===== src/rtl/uart_pkg.sv =====
// Shared UART definitions: receiver FSM states, parity mode encodings and a parity helper.
package uart_pkg;

    typedef enum logic [2:0] {
        S_IDLE,
        S_START,
        S_DATA,
        S_PARITY,
        S_STOP
    } rx_state_e;

    localparam int unsigned PARITY_NONE = 0;
    localparam int unsigned PARITY_ODD  = 1;
    localparam int unsigned PARITY_EVEN = 2;

    // Reduction XOR over up to 9 data bits (narrower words are zero-extended by the caller).
    function automatic logic parity9(input logic [8:0] v);
        return ^v;
    endfunction

endpackage


===== src/rtl/uart_baud_tick.sv =====
// Oversample tick generator: one-cycle tick every DIV clocks, free-running while enabled.
module uart_baud_tick #(
    parameter int unsigned DIV = 27
) (
    input  logic clk,
    input  logic rst_n,
    input  logic en,
    input  logic clear,
    output logic tick
);

    localparam int unsigned CW = (DIV > 1) ? $clog2(DIV) : 1;

    logic [CW-1:0] cnt_q, cnt_d;

    always_comb begin
        cnt_d = cnt_q;
        tick  = 1'b0;
        if (clear || !en) begin
            cnt_d = '0;
        end else if (cnt_q == CW'(DIV - 1)) begin
            cnt_d = '0;
            tick  = 1'b1;
        end else begin
            cnt_d = cnt_q + 1'b1;
        end
    end

    always_ff @(posedge clk or negedge rst_n) begin
        if (!rst_n) begin
            cnt_q <= '0;
        end else begin
            cnt_q <= cnt_d;
        end
    end

endmodule


===== src/rtl/uart_rx_frame.sv =====
// Oversampled UART receiver with configurable framing and a one-entry valid/ready output register.
module uart_rx_frame
    import uart_pkg::*;
#(
    parameter int unsigned DATA_BITS = 8,
    parameter int unsigned PARITY    = 0,
    parameter int unsigned STOP_BITS = 1,
    parameter int unsigned OVS       = 16,
    parameter int unsigned DIV       = 27
) (
    input  logic                 clk,
    input  logic                 rst_n,
    input  logic                 rx_en,
    input  logic                 rx_in,
    output logic [DATA_BITS-1:0] data_o,
    output logic                 valid_o,
    input  logic                 ready_i,
    output logic                 perr_o,
    output logic                 ferr_o,
    output logic                 overrun_o,
    output logic                 busy_o
);

    localparam int unsigned OW = $clog2(OVS);
    localparam int unsigned BW = $clog2(DATA_BITS + 1);

    logic                 rx_meta_q, rx_s_q, rx_prev_q;
    logic                 tick;
    rx_state_e            state_q, state_d;
    logic [OW-1:0]        ovs_q, ovs_d;
    logic [BW-1:0]        bit_q, bit_d;
    logic [DATA_BITS-1:0] shift_q, shift_d;
    logic                 perr_acc_q, perr_acc_d;
    logic                 ferr_acc_q, ferr_acc_d;
    logic [DATA_BITS-1:0] data_q, data_d;
    logic                 valid_q, valid_d;
    logic                 perr_q, perr_d;
    logic                 ferr_q, ferr_d;
    logic                 overrun_q, overrun_d;

    uart_baud_tick #(.DIV(DIV)) u_tick (
        .clk   (clk),
        .rst_n (rst_n),
        .en    (rx_en),
        .clear (1'b0),
        .tick  (tick)
    );

    always_comb begin
        state_d    = state_q;
        ovs_d      = ovs_q;
        bit_d      = bit_q;
        shift_d    = shift_q;
        perr_acc_d = perr_acc_q;
        ferr_acc_d = ferr_acc_q;
        data_d     = data_q;
        perr_d     = perr_q;
        ferr_d     = ferr_q;
        overrun_d  = 1'b0;
        valid_d    = (valid_q && ready_i) ? 1'b0 : valid_q;

        if (!rx_en) begin
            state_d = S_IDLE;
            ovs_d   = '0;
            bit_d   = '0;
        end else begin
            unique case (state_q)
                S_IDLE: begin
                    // Edge detect needs a prior 1, so a held break cannot retrigger.
                    if (rx_prev_q && !rx_s_q) begin
                        state_d    = S_START;
                        ovs_d      = '0;
                        perr_acc_d = 1'b0;
                        ferr_acc_d = 1'b0;
                    end
                end
                S_START: begin
                    if (tick) begin
                        if (ovs_q == OW'(OVS / 2 - 1)) begin
                            ovs_d   = '0;
                            bit_d   = '0;
                            state_d = rx_s_q ? S_IDLE : S_DATA;
                        end else begin
                            ovs_d = ovs_q + 1'b1;
                        end
                    end
                end
                S_DATA: begin
                    if (tick) begin
                        if (ovs_q == OW'(OVS - 1)) begin
                            ovs_d   = '0;
                            shift_d = {rx_s_q, shift_q[DATA_BITS-1:1]};
                            if (bit_q == BW'(DATA_BITS - 1)) begin
                                bit_d   = '0;
                                state_d = (PARITY != PARITY_NONE) ? S_PARITY : S_STOP;
                            end else begin
                                bit_d = bit_q + 1'b1;
                            end
                        end else begin
                            ovs_d = ovs_q + 1'b1;
                        end
                    end
                end
                S_PARITY: begin
                    if (tick) begin
                        if (ovs_q == OW'(OVS - 1)) begin
                            ovs_d      = '0;
                            perr_acc_d = (parity9(9'(shift_q)) ^ rx_s_q) != (PARITY == PARITY_ODD);
                            state_d    = S_STOP;
                        end else begin
                            ovs_d = ovs_q + 1'b1;
                        end
                    end
                end
                S_STOP: begin
                    if (tick) begin
                        if (ovs_q == OW'(OVS - 1)) begin
                            ovs_d = '0;
                            if (!rx_s_q) begin
                                ferr_acc_d = 1'b1;
                            end
                            if (bit_q == BW'(STOP_BITS - 1)) begin
                                state_d = S_IDLE;
                                bit_d   = '0;
                                // Commit on the final stop sample; a consumer accept this cycle frees the slot.
                                if (!valid_q || ready_i) begin
                                    data_d  = shift_q;
                                    perr_d  = perr_acc_q;
                                    ferr_d  = ferr_acc_q | !rx_s_q;
                                    valid_d = 1'b1;
                                end else begin
                                    overrun_d = 1'b1;
                                end
                            end else begin
                                bit_d = bit_q + 1'b1;
                            end
                        end else begin
                            ovs_d = ovs_q + 1'b1;
                        end
                    end
                end
                default: state_d = S_IDLE;
            endcase
        end
    end

    always_ff @(posedge clk or negedge rst_n) begin
        if (!rst_n) begin
            rx_meta_q  <= 1'b1;
            rx_s_q     <= 1'b1;
            rx_prev_q  <= 1'b1;
            state_q    <= S_IDLE;
            ovs_q      <= '0;
            bit_q      <= '0;
            shift_q    <= '0;
            perr_acc_q <= 1'b0;
            ferr_acc_q <= 1'b0;
            data_q     <= '0;
            valid_q    <= 1'b0;
            perr_q     <= 1'b0;
            ferr_q     <= 1'b0;
            overrun_q  <= 1'b0;
        end else begin
            rx_meta_q  <= rx_in;
            rx_s_q     <= rx_meta_q;
            rx_prev_q  <= rx_s_q;
            state_q    <= state_d;
            ovs_q      <= ovs_d;
            bit_q      <= bit_d;
            shift_q    <= shift_d;
            perr_acc_q <= perr_acc_d;
            ferr_acc_q <= ferr_acc_d;
            data_q     <= data_d;
            valid_q    <= valid_d;
            perr_q     <= perr_d;
            ferr_q     <= ferr_d;
            overrun_q  <= overrun_d;
        end
    end

    assign data_o    = data_q;
    assign valid_o   = valid_q;
    assign perr_o    = perr_q;
    assign ferr_o    = ferr_q;
    assign overrun_o = overrun_q;
    assign busy_o    = (state_q != S_IDLE);

endmodule


===== config.mk =====
export PLATFORM = sky130hd
export DESIGN_NAME = uart_rx_frame
export DESIGN_NICKNAME = d
export VERILOG_FILES = /design/src/rtl/uart_pkg.sv /design/src/rtl/uart_baud_tick.sv /design/src/rtl/uart_rx_frame.sv
export SDC_FILE = /design/constraint.sdc
export NUM_CORES = 1
export LEC_CHECK = 0
export ABC_AREA = 1
export BUFFER_PORTS_ARGS = -buffer_cell sky130_fd_sc_hd__buf_4
export CORE_MARGIN = 10
export CORE_UTILIZATION = 45
export CTS_BUF_LIST = sky130_fd_sc_hd__clkbuf_4 sky130_fd_sc_hd__clkbuf_8
export DETAILED_ROUTE_END_ITERATION = 7
export PLACE_DENSITY_LB_ADDON = 0.12
export RECOVER_POWER = 25
export SLEW_MARGIN = 20
export SYNTH_ARGS = -nofsm -noshare
export SYNTH_HDL_FRONTEND = slang
export SYNTH_SLANG_ARGS = --single-unit

===== constraint.sdc =====
create_clock -name clk -period 1.3 [get_ports clk]
set_input_delay 0.065 -clock clk [delete_from_list [all_inputs] [get_ports clk]]
set_output_delay 0.065 -clock clk [all_outputs]
set_load 0.01 [all_outputs]

==> metrics.txt, run 1 <==
Synth area leader=dfrtp_1; Tcrit/Tclk final=119%; Reg2Reg Launch Point=u_tick.cnt_q[0]; Final min period=roughly 1.5 ns; failing checks=setup timing; post-synthesis cell count=just under 300; Pins Over Slew Limit=0; hold_ws=around 0.063 ns; CTS root buf=clkbuf_8; via count=approximately 2100; DRT iter0 DRCs=approximately 130; Tot GR Track Use=12.9%; total grt overflow=0; CP startpoint=u_tick.cnt_q[0]; largest family of logic cells by synthesized area=simple AND/OR/NAND/NOR gates; die area=a little over 8000 um^2; Setup CP Type=flip-flop to flip-flop; clk sinks=between 40 and 50; final WL=about 5.4 mm; initial core utilization=46.3%; grt met2 use=~22%; post-synth top area share=between 40% and 50%; total power=about 4.0 mW; Clock Skews=0.00779 ns; Post-Layout Cell Count=roughly 440; clk_lat worst skew=0.30 ns; Yosys reg bits=just over 40; WL per Instance=12.4 um; clock tree buffer depth=2; Worst Path Required=about 1.5 ns; NumNets Final=381; synth unique cells=25; crit-path max FO=3; final core occ=66.8%; synthesized-area fraction occupied by and/or/nand/nor cells=a little under a third; Post-Route Setup TNS=-6.27 ns; Post-DP Area=2710 um^2; row count=25; clk slew on worst S/H paths=around 0.09 ns; DP Cell Count=~420; Least-Margin Pin Slew=around 1 ns; Fillers=just under 400; Die H=89.7 um; IO buf count=17; Post-Syn Area=~2200 um^2; multiplexer share of the synthesized area=0%; share of cells above drive strength 1=between 30% and 40%; Placer Congestion=0.910; XOR/XNOR Fraction of Synth Area=less than 1%; LEAKAGE=1.59 nW; largest net degree at the start of global routing=42; core box area=4720 um^2; 1st-pass router iterations=4; endpoints failing hold=0; Synthesized Nets=between 300 and 400; Critical Path AT=1.74 ns; Area Growth Syn to Fin=44.3%; busiest grt layer=met2; setup violators final=39; pwr dens=1250 nW/um^2; Seq/Total Area, Yosys=a little under half; M1 GR Usage=roughly 14%; Register Area=between 1000 and 1500 um^2; commonest non-fill, non-tap cell in the layout=nand2_1; Max Clk Rate=roughly 650 MHz; Critical Path End Type=flip-flop; most frequent cells in the layout=nand2_1 (83), buf_4 (66), dfrtp_1 (36); worst rel slew slack=32.4%; Post-DP HPWL=3.75 mm; Syn Area/Cell=7.46 um^2; RSZ-0062 raised after global routing=true; Synth Area in Compound Gates=10.1%; hold path startpoint=ready_i; multi-input logic area=between 1000 and 1500 um^2; CTS Buf Count=5; final setup margin=-0.246 ns; n_diodes=0; vias in the first global route=2122; first-pass GRT wire length=9.00 mm; Startpoint Class=flip-flop; CTS tree=yes; antenna violations before repair=0; Max Cap Viol=0; Global Route met3 Usage=roughly 3.5%; synthesis warning total=0; status=complete, but fails checks; final standard cell area without fillers=~3200 um^2; Area contributors post-synth=dfrtp_1 (43%), nand2_1 (16%), nand3_1 (6.4%); Max rail drop VDD=about 680 uV; htree depth=2; Worst Hold Class=input pin to flip-flop; drc violations=0; boundary pin count=18; adder-cell share of the synthesized area=under 10%; Placement Setup Slack=-0.233 ns; Die X=around 90 um; antenna viol nets, final=0; Vias/cell=between 4 and 5
[where the power goes]
group / internal (mW) / switching, mW / leakage [nW] / total, mW
combinational: 0.783 / 0.882 / 0.987 / 1.66
sequential: 1.35 / 0.0762 / 0.555 / 1.42
clock: 0.381 / 0.482 / 0.0445 / 0.863
total: 2.51 / 1.44 / 1.59 / 3.95
[critical path, stage by stage, from the launching register on]
cell and delay, ns:
dfrtp_1 0.38, inv_1 0.06, ha_1 0.15, nand2_2 0.07, nor2_4 0.12, buf_4 0.14
nor2_4 0.04, a21oi_4 0.19, nand3_2 0.12, nand2_1 0.09, nand2_1 0.06
[layout make-up]
cell class              count  area share (%)
multi-input cells         209            38.5
flip-flops and latches     41            32.7
repair buffers             76            18.6
inverters                  38            4.68
well taps                  67            2.66
clock buffers               5            2.18
clock inverters             3           0.674
[state kept, by name, indices dropped and copies added (netlist names), 3 cells and up]
signal        cells
data_o            8
shift_q           8
bit_q             4
u_tick.cnt_q      5
state_q           3
ovs_q             4
[final timing paths]
| path | endpoint | slack, ns | depth (start not counted) |
|---|---|---|---|
| setup reg to reg | state_q[0] | -0.25 | 10 |
| setup / recovery | state_q[0] | -0.25 | 10 |
| hold reg to reg | rx_s_q | 0.36 | 0 |
| max in group asynchronous | state_q[0] | 0.15 | 2 |
| hold / removal | overrun_o | 0.06 | 4 |
| min in group asynchronous | data_o[4] | 0.46 | 2 |
[routing by layer]
metal  up-vias  part of all wire (%)
met3        13                   4.8
met1       973                    44
li1       1099                     -
met4         0                   2.2
met2        34                    49
met5         -                     0
[kinds of logic after synthesis]
| family | after synthesis |
|---|---|
| AND/OR/NAND/NOR | 161 |
| buffers and inverters | 43 |
| AO/OA/AOI/OAI | 41 |
| flip-flops | 41 |
| adder cells (fa/ha/maj) | 5 |
| XOR/XNOR | 2 |
[synth_stat cells]
master,instances
nand4_1,6
dfrtp_1,38
o21ai_1,23
nor3_2,1
a21oi_1,7
nand3_1,28
a31o_2,1
ha_1,5
inv_2,3
nand2_2,3
and3_1,1
nor3_1,2
clkbuf_1,1
dfstp_2,3
o21ai_0,6
buf_6,1
nor2_1,20
o211ai_1,2
inv_1,35
buf_2,3
nor2_2,3
a21oi_2,2
xor2_1,2
nand2_1,96
or3_1,1
[timing repair]
action                                  4_1_cts  5_1_grt
hold buffers                                  2        0
pin swaps                                     5       14
cloned                                        0        1
setup buffers                                 3        8
hold endpoints to repair                     39        0
endpoints found under the setup margin       37       39
gates resized for setup                      36       33
No activity file was read; power rests on OpenSTA's default activity.
==> run 2: changes to the inputs <==
--- a/config.mk
+++ b/config.mk
@@ -9,2 +9,3 @@
 export BUFFER_PORTS_ARGS = -buffer_cell sky130_fd_sc_hd__buf_4
+export CORE_ASPECT_RATIO = 1.2
 export CORE_MARGIN = 10
--- a/constraint.sdc
+++ b/constraint.sdc
@@ -3,2 +3,2 @@
 set_output_delay 0.065 -clock clk [all_outputs]
-set_load 0.01 [all_outputs]
+set_load 0.1 [all_outputs]
==> run 2 against run 1 <==
  * The run still ends with setup timing left
  * Utilization grew 6.6 points
  * First-iteration DRC count is 28% lower
  * Cell count fell by 0.46%
  * Power rose by 10%
  * Non-clock buffer count increased by 6
  * Clock-buffer cell count did not move
  * Die area grew 0.14%
  * Cell area is 8.4% higher
  * Register-to-register slack about the same
  * Worst setup slack improved by 0.0034 ns
  * Maximum frequency rose by 0.22%
  * Clock power fell by 2%
  * Largest cell class unchanged
  * Highest routed layer unchanged
==> metrics.txt, run 2 (synthesis gave the netlist of run 1 again) <==
Tot GR Track Use=between 10% and 20%; Worst Path Required=approximately 1.5 ns; clock network fraction of total power=around 20%; Max rail drop VDD=~800 uV; final setup margin=-0.243 ns; LEAKAGE=roughly 1.7 nW; total grt overflow=0; NumNets Final=slightly below 400; core box area=about 4700 um^2; clock tree buffer depth=2; Critical Path AT=~1.7 ns; Clock Skews=a little under 0.007 ns; die area=8060 um^2; Power Internal=about 2.6 mW; pwr dens=~1300 nW/um^2; Post-DP HPWL=3.82 mm; CTS root buf=clkbuf_8; Critical Path End Type=flip-flop; Startpoint Class=flip-flop; largest net degree at the start of global routing=42; CP startpoint=u_tick.cnt_q[0]; antenna violations before repair=0; drc violations=0; Placer Congestion=0.853; Vias/cell=between 5 and 6; clk slew on worst S/H paths=roughly 0.080 ns; Logic pwr share=between 40 and 50%; Least-Margin Pin Slew=between 1 and 1.5 ns; Post-Layout Cell Count=between 400 and 500; clk_lat worst skew=about 0.30 ns; RSZ-0062 raised after global routing=true; clk sinks=41; Sw Share=around two fifths; initial core utilization=between 40 and 50%; Placement Setup Slack=-0.235 ns; n_diodes=0; boundary pin count=18; Max Clk Rate=around 650 MHz; vias in the first global route=2049; CTS tree=yes; most frequent cells in the layout=nand2_1 (68), buf_4 (64), dfrtp_1 (34); share of cells above drive strength 1=between 40 and 50%; Max Cap Viol=0; via count=2237; htree depth=2; endpoints failing hold=0; Sequential Power Share=between 30 and 40%; Area Growth Syn to Fin=56.5%; Worst Hold Class=input pin to flip-flop; setup violators final=38; DP Cell Count=roughly 410; antenna viol nets, final=0; status=complete, but fails checks; row count=27; Pins Over Slew Limit=0; total net switching power=approximately 1.7 mW; IO buf count=17; WL per Instance=~14 um; Worst Setup EP=state_q[2]; Die H=roughly 96 um; Tcrit/Tclk final=119%; first-pass GRT wire length=~9.1 mm; worst rel slew slack=31.5%; 1st-pass router iterations=4; final WL=roughly 6.3 mm; Die X=approximately 84 um; FF-to-FF End=state_q[2]; commonest non-fill, non-tap cell in the layout=nand2_1; DRT iter0 DRCs=90; Final min period=1.54 ns; failing checks=setup timing; FF-to-FF setup slack=-0.24 ns; CTS Buf Count=5; R2R cell count=10; Setup CP Type=flip-flop to flip-flop; crit-path max FO=3; Reg2Reg Launch Point=u_tick.cnt_q[0]
[run 2: cell type report]
class	instances	area, um^2
Clock buffer	5	68.8
Clock inverter	3	17.5
Fill cell	363	1240
Inverter	38	155
Multi-Input combinational cell	210	1390
Sequential cell	41	1030
Tap cell	58	72.6
Timing Repair Buffer	82	688
[run 2: layer usage]
metal | GRT usage [%] | up-vias | part of all wire [%]
met5 | 0 | - | 0
met4 | 6.01 | 0 | 3.0
met3 | 3.18 | 14 | 4.2
met2 | 24.7 | 54 | 56
met1 | 14.6 | 1058 | 37
li1 | - | 1111 | -
[run 2: critical path, cell delays in order, from the launching register on]
cell and delay, ns:
dfrtp_1 0.38, inv_1 0.06, ha_2 0.16, nand2_2 0.06, nor2_4 0.10, buf_6 0.14, nor2_4 0.05, a21oi_2 0.19
nand3_2 0.14, nand2_1 0.10, nand2_1 0.05
[run 2: worst min path at each step]
| stage | start | slack, ns | end | cells after the start |
|---|---|---|---|---|
| after floorplan | rst_n | -0.23 | bit_q[0] | 0 |
| after global placement | rst_n | 0.08 | data_o[1] | 1 |
| after detailed placement | rst_n | 0.08 | data_o[1] | 1 |
| after CTS | ready_i | 0.02 | overrun_o | 4 |
| after global routing | ready_i | 0.12 | overrun_o | 4 |
| final | ready_i | 0.08 | valid_o | 4 |
[run 2: power by group through the flow]
stage | Clock, mW | Combinational, mW | Sequential, mW
after global placement | 0 | 1.44 | 1.44
after global routing | 0.910 | 2.25 | 1.43
after CTS | 0.865 | 1.76 | 1.41
final | 0.847 | 2.07 | 1.43
after floorplan | 0 | 0.840 | 1.44
after detailed placement | 0 | 1.45 | 1.44
[run 2: stage by stage]
step                cell area (um^2)  hold WS, ns  setup TNS [ns]  power (mW)  util (%)
global placement                2740       0.0761           -5.66        2.88      58.8
finish                          3420       0.0847           -6.40        4.35      73.4
detailed placement              2740       0.0809           -6.66        2.89      58.8
global route                    3420        0.117          -10.48        4.59      73.4
floorplan                       2240       -0.231           -1.77        2.28         -
CTS                             3040       0.0231           -5.35        4.04      65.2
[run 2: what timing repair did]
| action | CTS | global route |
|---|---|---|
| gates cloned | 0 | 3 |
| setup buffers | 10 | 6 |
| endpoints found under the setup margin | 39 | 39 |
| resized for setup | 30 | 86 |
| pin swaps | 9 | 22 |
| hold buffers | 2 | 0 |
| hold endpoints to repair | 39 | 0 |
==> run 3: changes to the inputs <==
Settings changed: CORE_UTILIZATION 45 to 62.
Clock period 1.3 ns to 1.5 ns, I/O delays scaled along.
==> run 3 against run 2 <==
  * The flow still finishes with violations (setup timing)
  * Cell count decreased by 14%
  * Die area decreased by 22%
  * Wire length decreased by 13%
  * Largest power group is now registers
  * Critical endpoint is now perr_acc_q
  * Global-route usage increased by 3.0 points
  * Sequential power decreased by 13%
  * Utilization increased by 9.7 points
==> metrics.txt, run 3 (synthesis gave the netlist of run 1 again) <==
Tcrit/Tclk final=105%; final standard cell area without fillers=2800 um^2; Max Cap Viol=0; status=complete, but fails checks; worst rel slew slack=66.4%; clk slew on worst S/H paths=0.08 ns; largest incremental delay on the critical path=between 0.3 and 0.4 ns; Max Clk Rate=633 MHz; Die H=around 85 um; Pins Over Slew Limit=0; final core occ=83.1%; final setup margin=-0.0793 ns; Startpoint Class=flip-flop; Area Growth Syn to Fin=28.0%; Placer Congestion=0.890; worst path cell trace=inv_1 -> ha_1 -> nand2_2 -> nor2_4 -> nand3_1 -> inv_1 -> nand2_1 -> nand2_1 -> nand2_1 -> nand2_1 -> nand2_1; clock tree buffer depth=2; Max rail drop VDD=approximately 1500 uV; via count=~2100; commonest non-fill, non-tap cell in the layout=nand2_1; WL per Instance=14.6 um; Most common cell on crit path=nand2_1; clk_lat worst skew=0.30 ns; Least-Margin Pin Slew=~0.50 ns; hold_ws=0.0631 ns; htree depth=2; largest net degree at the start of global routing=between 40 and 50; Worst Hold Class=input pin to flip-flop; drc violations=0; Post-Route Setup TNS=-1.45 ns; setup violators final=26; DRT iter0 DRCs=229; Worst Path Required=between 1.5 and 2 ns; most frequent cells in the layout=nand2_1 (83), buf_4 (39), inv_1 (35); antenna violations before repair=0; crit-path max FO=4; pwr dens=roughly 1100 nW/um^2; Post-DP Area=about 2500 um^2; final WL=between 5 and 6 mm; NumNets Final=348; core box area=between 3000 and 4000 um^2; Setup CP Type=flip-flop to flip-flop; clk sinks=41; die area=6310 um^2; 1st-pass router iterations=4; IO buf count=17; initial core utilization=about 65%; CTS Buf Count=5; CP delay by family, top=simple AND/OR/NAND/NOR gates; total power=approximately 3.2 mW; RSZ-0062 raised after global routing=true; Crit-path slowest cell=dfrtp_1; Buf+Inv Stages, Crit Path=2; n_diodes=0; row count=23; endpoints failing hold=0; Final min period=1.58 ns; Die X=between 70 and 80 um; failing checks=setup timing; Clock Skews=around 0.0053 ns; share of cells above drive strength 1=29.2%; total grt overflow=0; Critical Path End Type=flip-flop; vias in the first global route=1971; first-pass GRT wire length=around 8.5 mm; Vias/cell=between 5 and 6; CTS root buf=clkbuf_8; boundary pin count=18; LEAKAGE=1.42 nW; Post-DP HPWL=around 3.4 mm; CTS tree=yes; antenna viol nets, final=0; Critical Path AT=between 1.5 and 2 ns; Tot GR Track Use=about 16%
-- run 3: cell types whose count changed in the layout (fill, tap and decap cells not counted), sizes merged --
cell / delta
nand2: -1
buf: -38
clkbuf: -1
clkinv: -1
inv: +1
-- run 3: worst paths after layout --
path	start	to	slack, ns	cells past startpoint
max	u_tick.cnt_q[0]	perr_acc_q	-0.08	11
min	ready_i	overrun_o	0.06	4
max reg2reg	u_tick.cnt_q[0]	perr_acc_q	-0.08	11
min reg2reg	rx_meta_q	rx_s_q	0.36	0
max in group asynchronous	rst_n	state_q[0]	0.84	2
min in group asynchronous	rst_n	data_o[4]	0.28	2
-- run 3: layout make-up --
class,instances,area (um^2)
tap,37,46.3
inverter,38,145
multi-input combinational,209,1150
fill,205,568
timing repair buffer,43,332
clock buffer,5,68.8
clock inverter,3,21.3
sequential,41,1030
-- run 3: through the flow --
step | std cells | worst slack, ns
final | 376 | -0.0793
after global routing | 376 | -0.210
after CTS | 370 | 0.00378
after detailed placement | 360 | -0.125
after global placement | 360 | -0.0507
after floorplan | 293 | 0.0373
-- run 3: power breakdown --
group	switching (mW)	internal, mW
Sequential	0.0771	1.17
Clock	0.406	0.330
Combinational	0.815	0.418
Total	1.30	1.92
-- run 3: tightest hold or removal path, cell delays in order --
cell	delay, ns
buf_4	0.08
nor2_1	0.03
inv_1	0.09
nor2_1	0.05
-- run 3: repair_timing --
item                                    in CTS  in global routing
buffers inserted                             0                  6
pin swaps                                    2                  8
hold endpoints to repair                    39                  0
endpoints found under the setup margin      33                 38
hold buffers                                 2                  0
gates resized for setup                      9                 38
-- run 3: layer usage --
layer  global-route usage (%)  vias up  part of all wire, %
met5                        0        -                    0
met4                     6.67        0                  2.8
met3                     4.90       17                  6.8
met2                     26.9       82                   49
met1                     19.5      964                   41
li1                         -     1033                    -
